[config.mk]
export PLATFORM = sky130hd
export DESIGN_NAME = aggregator_slot_scheduler
export DESIGN_NICKNAME = d
export VERILOG_FILES = /design/src/rtl/aggregator_pkg.sv /design/src/rtl/slot_free_finder.sv /design/src/rtl/aggregator_slot_scheduler.sv
export SDC_FILE = /design/constraint.sdc
export NUM_CORES = 1
export LEC_CHECK = 0
export BUFFER_PORTS_ARGS = -buffer_cell sky130_fd_sc_hd__buf_2
export CORE_UTILIZATION = 43
export CTS_CLUSTER_SIZE = 25
export DETAILED_ROUTE_END_ITERATION = 10
export HOLD_SLACK_MARGIN = 0.05
export MAX_ROUTING_LAYER = met4
export PLACE_DENSITY_LB_ADDON = 0.12
export SYNTH_ARGS = -nofsm -noshare
export SYNTH_HDL_FRONTEND = slang
export SYNTH_SLANG_ARGS = --single-unit
[constraint.sdc]
create_clock -name clk -period 2.5 [get_ports clk]
set_clock_uncertainty 0.05 [all_clocks]
set_input_delay 0.5 -clock clk [delete_from_list [all_inputs] [get_ports clk]]
set_output_delay 0.5 -clock clk [all_outputs]
set_load 0.01 [all_outputs]
[src/rtl/aggregator_pkg.sv]
// Shared types and helpers for the aggregator slot scheduler.
// Candidate data layout: slot index in the low bits, payload above it.
package aggregator_pkg;

   function automatic int clog2(input int n);
      int r;
      r = 0;
      while ((1 << r) < n) r++;
      return (r < 1) ? 1 : r;
   endfunction

   typedef enum logic [1:0] {
      IDLE  = 2'd0,
      ISSUE = 2'd1,
      WAIT  = 2'd2,
      HOLD  = 2'd3
   } sched_state_e;

   localparam int CAND_IDX_LSB = 0;

endpackage

[src/rtl/slot_free_finder.sv]
// Lowest-index free slot finder over the slot valid mask.
module slot_free_finder
   import aggregator_pkg::*;
#(
   parameter int SLOT_CNT  = 5,
   parameter int IDX_WIDTH = clog2(SLOT_CNT)
) (
   input  logic [SLOT_CNT-1:0]  slot_vld,
   output logic [IDX_WIDTH-1:0] free_idx,
   output logic                 any_free
);

   always_comb begin
      free_idx = '0;
      any_free = 1'b0;
      for (int i = SLOT_CNT - 1; i >= 0; i--) begin
         if (!slot_vld[i]) begin
            free_idx = IDX_WIDTH'(i);
            any_free = 1'b1;
         end
      end
   end

endmodule

[src/rtl/aggregator_slot_scheduler.sv]
// Slot table feeding binary_aggregator_2d one snapshot at a time and
// returning each winner on a valid/ready port.
module aggregator_slot_scheduler
   import aggregator_pkg::*;
#(
   parameter int SLOT_CNT    = 5,
   parameter int KEY_WIDTH   = 6,
   parameter int DATA_WIDTH  = 16,
   parameter int IDX_WIDTH   = clog2(SLOT_CNT),
   parameter int AGG_LATENCY = 0
) (
   input  logic                            clk,
   input  logic                            rst_n,
   input  logic                            in_vld,
   output logic                            in_rdy,
   input  logic [KEY_WIDTH-1:0]            in_key,
   input  logic [DATA_WIDTH-1:0]           in_data,
   output logic [SLOT_CNT-1:0]             cand_vld,
   output logic [KEY_WIDTH-1:0]            cand_key  [SLOT_CNT],
   output logic [IDX_WIDTH+DATA_WIDTH-1:0] cand_data [SLOT_CNT],
   input  logic                            win_vld,
   input  logic [KEY_WIDTH-1:0]            win_key,
   input  logic [IDX_WIDTH+DATA_WIDTH-1:0] win_data,
   output logic                            out_vld,
   input  logic                            out_rdy,
   output logic [KEY_WIDTH-1:0]            out_key,
   output logic [DATA_WIDTH-1:0]           out_data,
   output logic [IDX_WIDTH-1:0]            out_idx,
   output logic                            err
);

   localparam int CNT_W    = clog2(AGG_LATENCY + 1);
   localparam int IDX_SPAN = 1 << IDX_WIDTH;
   localparam int PAY_LSB  = CAND_IDX_LSB + IDX_WIDTH;

   sched_state_e state_q, state_d;
   logic [CNT_W-1:0] cnt_q, cnt_d;

   logic [SLOT_CNT-1:0]   slot_vld;
   logic [SLOT_CNT-1:0]   snap_q;
   logic [KEY_WIDTH-1:0]  key_q  [SLOT_CNT];
   logic [DATA_WIDTH-1:0] data_q [SLOT_CNT];

   logic [IDX_WIDTH-1:0]  free_idx;
   logic                  any_free;
   logic                  wr;
   logic [SLOT_CNT-1:0]   wr_mask;
   logic [SLOT_CNT-1:0]   clr_mask;
   logic [SLOT_CNT-1:0]   inflight;
   logic [IDX_SPAN-1:0]   inflight_x;
   logic [IDX_WIDTH-1:0]  win_idx;
   logic [DATA_WIDTH-1:0] win_pay;
   logic                  capture;
   logic                  cap_ok;

   slot_free_finder #(
      .SLOT_CNT  (SLOT_CNT),
      .IDX_WIDTH (IDX_WIDTH)
   ) u_free (
      .slot_vld (slot_vld),
      .free_idx (free_idx),
      .any_free (any_free)
   );

   assign in_rdy  = any_free;
   assign wr      = in_vld & any_free;
   assign wr_mask = wr ? SLOT_CNT'(1) << free_idx : '0;

   assign win_idx = win_data[CAND_IDX_LSB +: IDX_WIDTH];
   assign win_pay = win_data[PAY_LSB +: DATA_WIDTH];

   // Only slots from the presented snapshot may legitimately win.
   assign inflight   = (state_q == ISSUE) ? slot_vld : snap_q;
   assign inflight_x = IDX_SPAN'(inflight);
   assign cap_ok     = win_vld & inflight_x[win_idx];
   assign clr_mask   = (capture && cap_ok) ? SLOT_CNT'(1) << win_idx : '0;

   assign cand_vld = (state_q == ISSUE) ? slot_vld : '0;
   assign out_vld  = (state_q == HOLD);

   always_comb begin
      for (int i = 0; i < SLOT_CNT; i++) begin
         cand_key[i]  = key_q[i];
         cand_data[i] = {data_q[i], IDX_WIDTH'(i)};
      end
   end

   always_comb begin
      state_d = state_q;
      cnt_d   = cnt_q;
      capture = 1'b0;
      unique case (state_q)
         IDLE: begin
            if (|slot_vld) state_d = ISSUE;
         end
         ISSUE: begin
            if (AGG_LATENCY == 0) begin
               capture = 1'b1;
            end else begin
               cnt_d   = CNT_W'(AGG_LATENCY - 1);
               state_d = WAIT;
            end
         end
         WAIT: begin
            if (cnt_q == '0) capture = 1'b1;
            else cnt_d = cnt_q - CNT_W'(1);
         end
         HOLD: begin
            if (out_rdy) state_d = (|(slot_vld | wr_mask)) ? ISSUE : IDLE;
         end
         default: state_d = IDLE;
      endcase
      if (capture) state_d = cap_ok ? HOLD : IDLE;
   end

   always_ff @(posedge clk or negedge rst_n) begin
      if (!rst_n) begin
         state_q  <= IDLE;
         cnt_q    <= '0;
         slot_vld <= '0;
         snap_q   <= '0;
         out_key  <= '0;
         out_data <= '0;
         out_idx  <= '0;
         err      <= 1'b0;
         for (int i = 0; i < SLOT_CNT; i++) begin
            key_q[i]  <= '0;
            data_q[i] <= '0;
         end
      end else begin
         state_q  <= state_d;
         cnt_q    <= cnt_d;
         slot_vld <= (slot_vld & ~clr_mask) | wr_mask;
         if (state_q == ISSUE) snap_q <= slot_vld;
         if (wr) begin
            key_q[free_idx]  <= in_key;
            data_q[free_idx] <= in_data;
         end
         if (capture && cap_ok) begin
            out_key  <= win_key;
            out_data <= win_pay;
            out_idx  <= win_idx;
         end
         if (capture && !cap_ok) err <= 1'b1;
      end
   end

endmodule

==> results of run 1 <==
==> worst max-delay path, cell delays in order (launching register included) <==
cell and delay, ns:
dfrtp_1 0.39, inv_1 0.08, ha_1 0.32, mux2_4 0.36, o221a_4 0.31, a22oi_4 0.18
buf_4 0.29, o32ai_1 0.13
==> cells in the final DEF, fill, tap and decap left out, drive strengths merged, types with 2 or more instances in the layout <==
master	count
conb	15
clkinv	4
ha	3
dfrtp	148
o32ai	22
nor3	2
buf	210
o31ai	2
o21ai	4
mux2	112
a211o	2
inv	31
or3b	2
clkinvlp	2
nor2	8
nand2b	3
nand2	29
mux2i	4
bufinv	2
a21oi	3
clkbuf	23
a22oi	2
and2	6
a21o	2
==> worst max path at each step <==
stage                           startpoint                  endpoint  slack (ns)  depth (start not counted)
global route        state_q[1]$_DFFE_PN0P_  out_data[11]$_DFFE_PN0P_        0.14                          8
finish              state_q[1]$_DFFE_PN0P_    out_key[3]$_DFFE_PN0P_        0.26                          7
CTS                 state_q[1]$_DFFE_PN0P_    out_key[3]$_DFFE_PN0P_        0.26                          7
floorplan           state_q[0]$_DFFE_PN0P_   out_data[0]$_DFFE_PN0P_        0.50                          7
global placement    state_q[1]$_DFFE_PN0P_    out_key[3]$_DFFE_PN0P_        0.34                          7
detailed placement  state_q[1]$_DFFE_PN0P_   out_data[3]$_DFFE_PN0P_        0.27                          7
==> metrics by stage <==
step | area, um^2 | power, mW
finish | 7910 | 10.8
global route | 7910 | 11.5
CTS | 7910 | 11.0
detailed placement | 7300 | 8.39
global placement | 7300 | 8.27
floorplan | 6150 | 6.55
==> sequential cells by signal, indices dropped and copies added (netlist names) <==
signal / cells
cand_data: 80
cand_key: 30
err: 1
out_data: 16
out_idx: 3
out_key: 6
slot_vld: 5
snap_q: 5
state_q: 2
==> cell type report <==
cell class | instances | area (um^2) | area share (%)
clock buffers | 23 | 498 | 6.30
inverters | 31 | 116 | 1.47
multi-input cells | 238 | 2110 | 26.6
flip-flops and latches | 148 | 3700 | 46.8
repair buffers | 211 | 1160 | 14.6
clock inverters | 8 | 98.8 | 1.25
well taps | 180 | 225 | 2.85
==> metal layers <==
layer	wire, um	up-vias	share of wire (%)
li1	-	1930	-
met3	884	20	6.1
met4	225	0	1.5
met5	0	-	0
met2	7030	147	48
met1	6420	2101	44
==> cell families after synthesis <==
group	Yosys count	share of synthesized area, %
flip-flops	148	60.7
AO/OA/AOI/OAI	44	6.34
AND/OR/NAND/NOR	60	4.95
multiplexers	116	21.5
adder cells (fa/ha/maj)	3	0.616
other	2	0.123
buffers and inverters	67	5.77
==> report_power, final <==
| group | internal [mW] | switching, mW |
|---|---|---|
| combinational | 2.05 | 2.07 |
| sequential | 3.56 | 0.628 |
| clock | 1.59 | 0.936 |
==> run_results.csv, run 1 <==
group,metric,value,unit
routing,wl_per_cell,17.4,um
hold_path,hp-start,"win_data[7]",
cts,cts.htree.levels,4,
timing,drv_slew,0,
run,drv_cap,0,
cts,post_cts_buffers,0,
cts,clock_path_buffers,2,
routing,ant_nets,0,
worst_setup_path,rr_startpoint,"state_q[1]$_DFFE_PN0P_",
place,io_buffers,194,
synthesis,yosysWarnings,0,
die,core.rowCount,43,
synthesis,ys_seq_area_share,60.7,%
place,gp_congestion,0.850,
layout,drive_gt1_share,54.9,%
synthesis,syn_area,6100,um^2
routing,drc_errors,0,
synthesis,synth.area.top_cells,"dfrtp_1, mux2_2, o32ai_1",
routing,wl,14.6,mm
cts,cts_tree,"built",
cts,cts_made_buffers,17,
timing,fmax,0.447,GHz
die,ios,210,
global_route,grt_use_met1,26.6,%
global_route,top_usage_layer,"met2",
synthesis,synth_edf_count,0,
timing,whs,0.300,ns
synthesis,post-synth-top-area-fraction,60.7,%
synthesis,synth_cell_types,45,
global_route,overflow,0,
global_route,antenna_found_initial,0,
layout,syn_to_final_growth,29.7,%
status,outcome,"finished clean",
hold_path,hold_path_depth,3,
timing,fin_crit,2.24,ns
global_route,grt_start_max_net_pins,49,
die,core_area,13900,um^2
synthesis,syn_inst,440,
worst_setup_path,critPathLaunchType,"register",
timing,setup_viol,0,
worst_setup_path,reg2reg_slack,0.26,ns
worst_setup_path,rr_worst_depth,7,
worst_setup_path,worstSetupPathType,"register to register",
cts,cts.clk_slew.worst_paths,0.06,ns
die,initial_utilization,43.9,%
global_route,grt_pass1_wl,22.8,mm
cts,clock_latency,0.41,ns
routing,viasPerCell,5.00,
die,die_w,121,um
timing,fin_ws,0.264,ns
routing,drtIter0Drc,198,
global_route,use_met2,32.9,%
synthesis,synth.most_common_cell,"dfrtp_1",
worst_setup_path,path_max_fanout,23,
place,place_ws,0.266,ns
timing,final_hold_viol_count,0,
cts,cts_resized,0,
cts,cts_hold_buf,1,
hold_path,whs_endpoint,"out_data[4]$_DFFE_PN0P_",
synthesis,ys.flop_type,"dfrtp_1",
routing,dr_total_vias,4198,
die,design.die.area,14700,um^2
power,power.density,1370,nW/um^2
hold_path,worstHoldPathType,"input pin to register",
layout,nets,702,
cts,cts_root_buf,"clkbuf_16",
power,peakVddDrop,0.669,mV
timing,finalCritPeriodShare,89.4,%
worst_setup_path,timing.rr.end,"out_key[3]$_DFFE_PN0P_",
routing,firstDrtPassIters,6,
global_route,grt_pass1_vias,4236,
timing,tns,0,ns
cts,cts_sinks,148,
synthesis,yosys-top-cells-count,"dfrtp_1, mux2_2, inv_1",
place,hpwlAfterDp,10.0,mm
layout,final_util,57.0,%
global_route,grt_usage,21.3,%
die,die_height,121,um
layout,antenna_cells,0,
layout,fillers,1214,
power,p_leak,3.88,nW
worst_setup_path,required,2.73,ns
worst_setup_path,worstPathArrival,2.47,ns
synthesis,syn_avg_cell_area,13.9,um^2
place,dp.cells,807,
synthesis,ys_ff_latch,148,
synthesis,async_flop_share,100,%
worst_setup_path,worstSetupEndpointType,"register",
timing,rsz0062_at_grt,"no",
synthesis,netlist.top_cell.by_area,"dfrtp_1",
global_route,grt_util_met3,5.87,%
layout,instances_no_fill,839,
Note: power is estimated with default switching activity, not from simulation.
==> inputs of run 2 (changes only) <==
Settings changed: SYNTH_HIERARCHICAL set to 1.
==> run 2 against run 1 <==
Combinational power increased by 8.7%. Wire length increased by 1.2%. Global-route usage increased by 0.53 points. Clock power decreased by 4%. Critical path depth unchanged. Cell area increased by 0.71%. Non-clock buffer count increased by 2. Total power increased by 2.5%. First-iteration DRC count decreased by 6.1%. Hold slack got worse by 0.0034 ns. Register-to-register slack got worse by 0.05 ns.
==> run_results.csv, run 2 <==
group,metric,value,unit
status,outcome,"finished clean",
place,dp.cells,824,
power,combPwrFrac,40.3,%
synthesis,ys.flop_type,"dfrtp_1",
global_route,grt_usage,21.8,%
worst_setup_path,timing.rr.end,"slot_vld[2]$_DFF_PN0_",
cts,cts_hold_buf,1,
power,p_sw,3.82,mW
synthesis,synth_cell_types,46,
timing,setup_viol,0,
routing,drc_errors,0,
die,initial_utilization,44.3,%
synthesis,ys_seq_area_share,59.7,%
hold_path,hold_path_depth,3,
synthesis,syn_inst,455,
global_route,antenna_found_initial,0,
die,core.rowCount,43,
worst_setup_path,critPathLaunchType,"register",
timing,finalCritPeriodShare,91.5,%
die,die_height,122,um
timing,rsz0062_at_grt,"no",
timing,final_hold_viol_count,0,
run,drv_cap,0,
layout,final_util,56.9,%
timing,whs,0.296,ns
synthesis,syn_area,6200,um^2
layout,instances_no_fill,855,
layout,final_area,7960,um^2
synthesis,synth.most_common_cell,"dfrtp_1",
routing,wl_per_cell,17.2,um
place,hpwlAfterDp,10.4,mm
global_route,grt_pass1_vias,4427,
worst_setup_path,max_stage_delay,0.42,ns
worst_setup_path,required,2.78,ns
routing,ant_nets,0,
worst_setup_path,path_max_fanout,23,
power,fin_total_pwr,11.1,mW
synthesis,yosysWarnings,6,
routing,viasPerCell,5.07,
layout,syn_to_final_growth,28.4,%
die,die_w,122,um
cts,cts_sinks,148,
die,ios,210,
timing,fin_ws,0.212,ns
die,design.die.area,14900,um^2
timing,drv_slew,0,
power,p_seq_share,37.7,%
worst_setup_path,cp_cell_sequence,"inv_1 > ha_1 > mux2_4 > o221ai_1 > nor2_2 > buf_4 > a31oi_1",
power,power.internal,7.29,mW
global_route,grt_pass1_wl,23.8,mm
timing,fmax,0.437,GHz
worst_setup_path,worstSetupEndpointType,"register",
cts,cts_root_buf,"clkbuf_16",
worst_setup_path,rr_startpoint,"state_q[1]$_DFFE_PN0P_",
timing,tns,0,ns
synthesis,synth.area.top_cells,"dfrtp_1, mux2_2, o32ai_1",
timing,worstMarginPinSlew,0.541,ns
cts,cts.htree.levels,4,
timing,fin_crit,2.29,ns
routing,dr_total_vias,4333,
timing,relSlewSlack,63.9,%
routing,wl,14.7,mm
routing,firstDrtPassIters,4,
synthesis,post-synth-top-area-fraction,59.7,%
hold_path,worstHoldPathType,"input pin to register",
global_route,overflow,0,
place,gp_congestion,0.840,
worst_setup_path,crit_slowest_cell,"ha_1",
global_route,grt_start_max_net_pins,57,
power,power_frac_clock,21.9,%
layout,mostFrequentLayoutCell,"buf_2",
worst_setup_path,rr_worst_depth,7,
power,peakVddDrop,0.614,mV
synthesis,yosys-top-cells-count,"dfrtp_1, mux2_2, nand2_1",
layout,antenna_cells,0,
hold_path,hp-start,"win_data[13]",
cts,cts_tree,"built",
layout,drive_gt1_share,54.7,%
cts,cts_resized,0,
worst_setup_path,reg2reg_slack,0.21,ns
synthesis,async_flop_share,100,%
cts,post_cts_buffers,0,
power,p_leak,3.96,nW
place,place_ws,0.240,ns
layout,nets,719,
cts,clock_latency,0.41,ns
place,place_area,7390,um^2
cts,cts_made_buffers,17,
synthesis,ys_ff_latch,148,
place,io_buffers,194,
hold_path,whs_endpoint,"out_data[10]$_DFFE_PN0P_",
routing,drtIter0Drc,186,
worst_setup_path,worstPathArrival,2.56,ns
cts,cts.clk_slew.worst_paths,0.06,ns
power,swShare,34.4,%
power,power.density,1400,nW/um^2
synthesis,netlist.top_cell.by_area,"dfrtp_1",
layout,mostFrequentLayoutCells,"buf_2, dfrtp_1, mux2_2",
synthesis,syn_avg_cell_area,13.6,um^2
worst_setup_path,worstSetupPathType,"register to register",
cts,clock_path_buffers,2,
synthesis,synth_edf_count,0,
die,core_area,14000,um^2
layout,largest_register_ff_count,80,
## run 2: changes by cell type after synthesis, sizes merged, moves of 3 or more
cell	delta
nand2	+6
buf	+3
nor2b	+4
clkbuf	-3
## run 2: kinds of logic (layout without fill, tap and decap cells)
group	after synthesis	count (layout)	share of synthesized area [%]
buf+inv	67	274	5.91
other cells	2	15	0.121
simple gates	71	71	5.77
fa+ha+maj	3	3	0.605
mux	116	116	21.1
flops	148	148	59.7
compound gates	48	48	6.78
## run 2: routing by layer
layer	track usage [%]	share of wire, %	wire [um]
met2	33.2	49	7220
met4	8.00	1.5	217
met1	28.3	44	6470
met3	5.24	5.6	830
met5	-	0	0
## run 2: worst max path at each step
| stage | endpoint | start | cells after the start |
|---|---|---|---|
| final | slot_vld[2]$_DFF_PN0_ | state_q[1]$_DFFE_PN0P_ | 7 |
| after global routing | slot_vld[2]$_DFF_PN0_ | state_q[0]$_DFFE_PN0P_ | 6 |
| after CTS | slot_vld[2]$_DFF_PN0_ | state_q[1]$_DFFE_PN0P_ | 7 |
| after detailed placement | slot_vld[2]$_DFF_PN0_ | state_q[1]$_DFFE_PN0P_ | 7 |
| after global placement | slot_vld[2]$_DFF_PN0_ | state_q[1]$_DFFE_PN0P_ | 7 |
| after floorplan | cand_data[60]$_DFFE_PN0P_ | slot_vld[3]$_DFF_PN0_ | 5 |
## run 2: power by group through the flow
stage          Sequential, mW  Clock, mW  Combinational [mW]
3_5_place_dp             4.22          0                4.54
6_report                 4.19       2.44                4.48
2_1_floorplan            4.68          0                2.18
3_3_place_gp             4.17          0                4.45
5_1_grt                  4.34       2.60                4.89
4_1_cts                  4.20       2.49                4.55
## run 2: cell type report
cell class	instances	area (um^2)
fillers	1220	6030
flip-flops and latches	148	3700
multi-input cells	253	2190
repair buffers	213	1160
clock buffers	20	457
well taps	180	225
inverters	31	116
clock inverters	10	109
## run 2: worst max-delay path, delay by kind of cell, from the launching register on
kind,cells,cell delay (ns)
compound gates,2,0.57
fa+ha+maj,1,0.42
flops,1,0.39
mux,1,0.36
buf+inv,2,0.33
simple gates,1,0.10
==> inputs of run 3 (changes only) <==
Settings changed: PLACE_DENSITY set to 0.68, PLACE_DENSITY_LB_ADDON 0.12 to unset.
==> run 3 against run 2 <==
Clock power about the same. Critical endpoint is now cand_key[15]$_DFFE_PN0P_. First-iteration DRC count is 7.5% higher. Highest routed layer unchanged. Global-route usage increased by 0.26 points. Maximum frequency decreased by 1.9%. Non-clock buffer count is 3 higher. Worst setup slack worse by 0.044 ns. Total power up 1.1%. Largest cell class unchanged. Hold slack worse by 0.015 ns. Register-to-register slack lost 0.04 ns. Die area stayed put. Utilization rose by 0.39 points.
==> run_results.csv, run 3 (synthesized netlist as in run 2, its figures left out) <==
group,metric,value,unit
place,io_buffers,194,
power,p_sw,3.91,mW
routing,viasPerCell,5.13,
hold_path,worstHoldPathType,"input pin to register",
timing,setup_viol,0,
power,peakVddDrop,0.938,mV
routing,wl_met2,7.84,mm
cts,clock_latency,0.41,ns
routing,drc_errors,0,
layout,largest_register_ff_count,80,
power,swShare,34.8,%
worst_setup_path,worstSetupPathType,"register to register",
worst_setup_path,required,2.74,ns
power,p_leak,3.98,nW
layout,fillers,1183,
die,initial_utilization,44.3,%
routing,wl_per_cell,17.7,um
timing,fmax,0.429,GHz
worst_setup_path,cp_cell_sequence,"nand2_1 > a21oi_1 > and4b_1 > nor2b_2 > buf_4 > mux2_2",
power,power_frac_clock,21.7,%
layout,drive_gt1_share,54.6,%
layout,mostFrequentLayoutCell,"buf_2",
routing,ant_nets,0,
layout,final_util,57.3,%
cts,cts_tree,"built",
timing,rsz0062_at_grt,"no",
timing,fin_crit,2.33,ns
place,place_ws,-0.108,ns
die,ios,210,
timing,fin_ws,0.168,ns
routing,top_layer_used,"met4",
layout,mostFrequentLayoutCells,"buf_2, dfrtp_1, mux2_2",
die,design.die.area,14900,um^2
status,outcome,"finished clean",
die,core_area,14000,um^2
routing,drtIter0Drc,200,
place,place_area,7430,um^2
global_route,grt_pass1_vias,4590,
layout,nets,722,
worst_setup_path,worstPathArrival,2.57,ns
global_route,grt_start_max_net_pins,62,
die,core.rowCount,43,
global_route,grt_pass1_wl,24.0,mm
power,p_seq_share,37.3,%
cts,cts_sinks,148,
power,fin_total_pwr,11.2,mW
routing,wl,15.2,mm
cts,cts_made_buffers,17,
timing,tns,0,ns
global_route,overflow,0,
routing,drt-met1-wl,6.29,mm
timing,final_hold_viol_count,0,
cts,clock_path_buffers,2,
timing,drv_slew,0,
cts,cts_root_buf,"clkbuf_16",
global_route,grt_usage,22.0,%
worst_setup_path,worstSetupEndpointType,"register",
power,combPwrFrac,40.9,%
worst_setup_path,path_max_fanout,11,
cts,cts.htree.levels,4,
timing,worstMarginPinSlew,0.610,ns
run,drv_cap,0,
routing,dr_total_vias,4414,
layout,antenna_cells,0,
power,power.internal,7.32,mW
global_route,antenna_found_initial,0,
layout,syn_to_final_growth,29.3,%
timing,finalCritPeriodShare,93.3,%
worst_setup_path,critPathLaunchType,"register",
worst_setup_path,max_stage_delay,0.47,ns
die,die_height,122,um
place,hpwlAfterDp,10.6,mm
routing,wl_met3,725,um
cts,post_cts_buffers,0,
cts,cts.clk_slew.worst_paths,0.06,ns
routing,firstDrtPassIters,4,
timing,relSlewSlack,59.2,%
place,gp_congestion,0.821,
worst_setup_path,crit_slowest_cell,"dfrtp_1",
die,die_w,122,um
layout,final_area,8020,um^2
power,power.density,1400,nW/um^2
[run 3: changes by cell type in the layout (fill, tap and decap cells not counted), sizes merged]
cell | previous run | this run
buf | 212 | 215
clkbuf | 20 | 21
clkinv | 6 | 3
clkinvlp | 2 | 3
inv | 31 | 34
[run 3: path summary, 6_finish.rpt]
| check | from | end | slack (ns) | cells past startpoint |
|---|---|---|---|---|
| worst min register to register | cand_data[26]$_DFFE_PN0P_ | cand_data[26]$_DFFE_PN0P_ | 0.45 | 1 |
| worst max-delay path | slot_vld[1]$_DFF_PN0_ | cand_key[15]$_DFFE_PN0P_ | 0.17 | 6 |
| min in group asynchronous | rst_n | cand_data[56]$_DFFE_PN0P_ | 0.57 | 2 |
| max in group asynchronous | rst_n | err$_DFFE_PN0P_ | 1.11 | 3 |
| worst min-delay path | win_key[5] | out_key[5]$_DFFE_PN0P_ | 0.28 | 3 |
| worst max register to register | slot_vld[1]$_DFF_PN0_ | cand_key[15]$_DFFE_PN0P_ | 0.17 | 6 |
[run 3: power by group through the flow]
stage	Combinational [mW]	Sequential, mW	Clock (mW)
floorplan	2.18	4.68	0
global placement	4.51	4.15	0
detailed placement	4.63	4.22	0
CTS	4.66	4.20	2.51
global route	4.99	4.34	2.60
finish	4.60	4.19	2.44
[run 3: per-stage QoR]
step | std cells | hold slack, ns
finish | 860 | 0.281
global route | 860 | 0.288
floorplan | 468 | 0.154
detailed placement | 827 | 0.438
CTS | 860 | 0.265
global placement | 827 | 0.433
[run 3: what timing repair did]
item	CTS	global route
hold buffers	1	0
endpoints found under the setup margin	18	0
hold endpoints to repair	58	0
resized for setup	1	0
[run 3: final cells by class]
cell class / count / area [um^2] / area share [%]
well taps: 180 / 225 / 2.81
flip-flops and latches: 148 / 3700 / 46.2
clock buffers: 21 / 440 / 5.49
repair buffers: 216 / 1210 / 15.1
multi-input cells: 253 / 2200 / 27.4
inverters: 31 / 116 / 1.45
clock inverters: 11 / 128 / 1.59
[run 3: per-layer routing]
layer,GRT usage [%],vias up
li1,-,1998
met1,25.9,2249
met2,36.3,138
met3,5.99,29
met4,7.77,0
met5,-,-
[run 3: critical path, delay by kind of cell, from the launching register on]
| kind | cells | cell delay, ns |
|---|---|---|
| AO/OA/AOI/OAI | 1 | 0.35 |
| AND/OR/NAND/NOR | 3 | 0.69 |
| multiplexers | 1 | 0.37 |
| buffers and inverters | 1 | 0.27 |
| flip-flops | 1 | 0.47 |
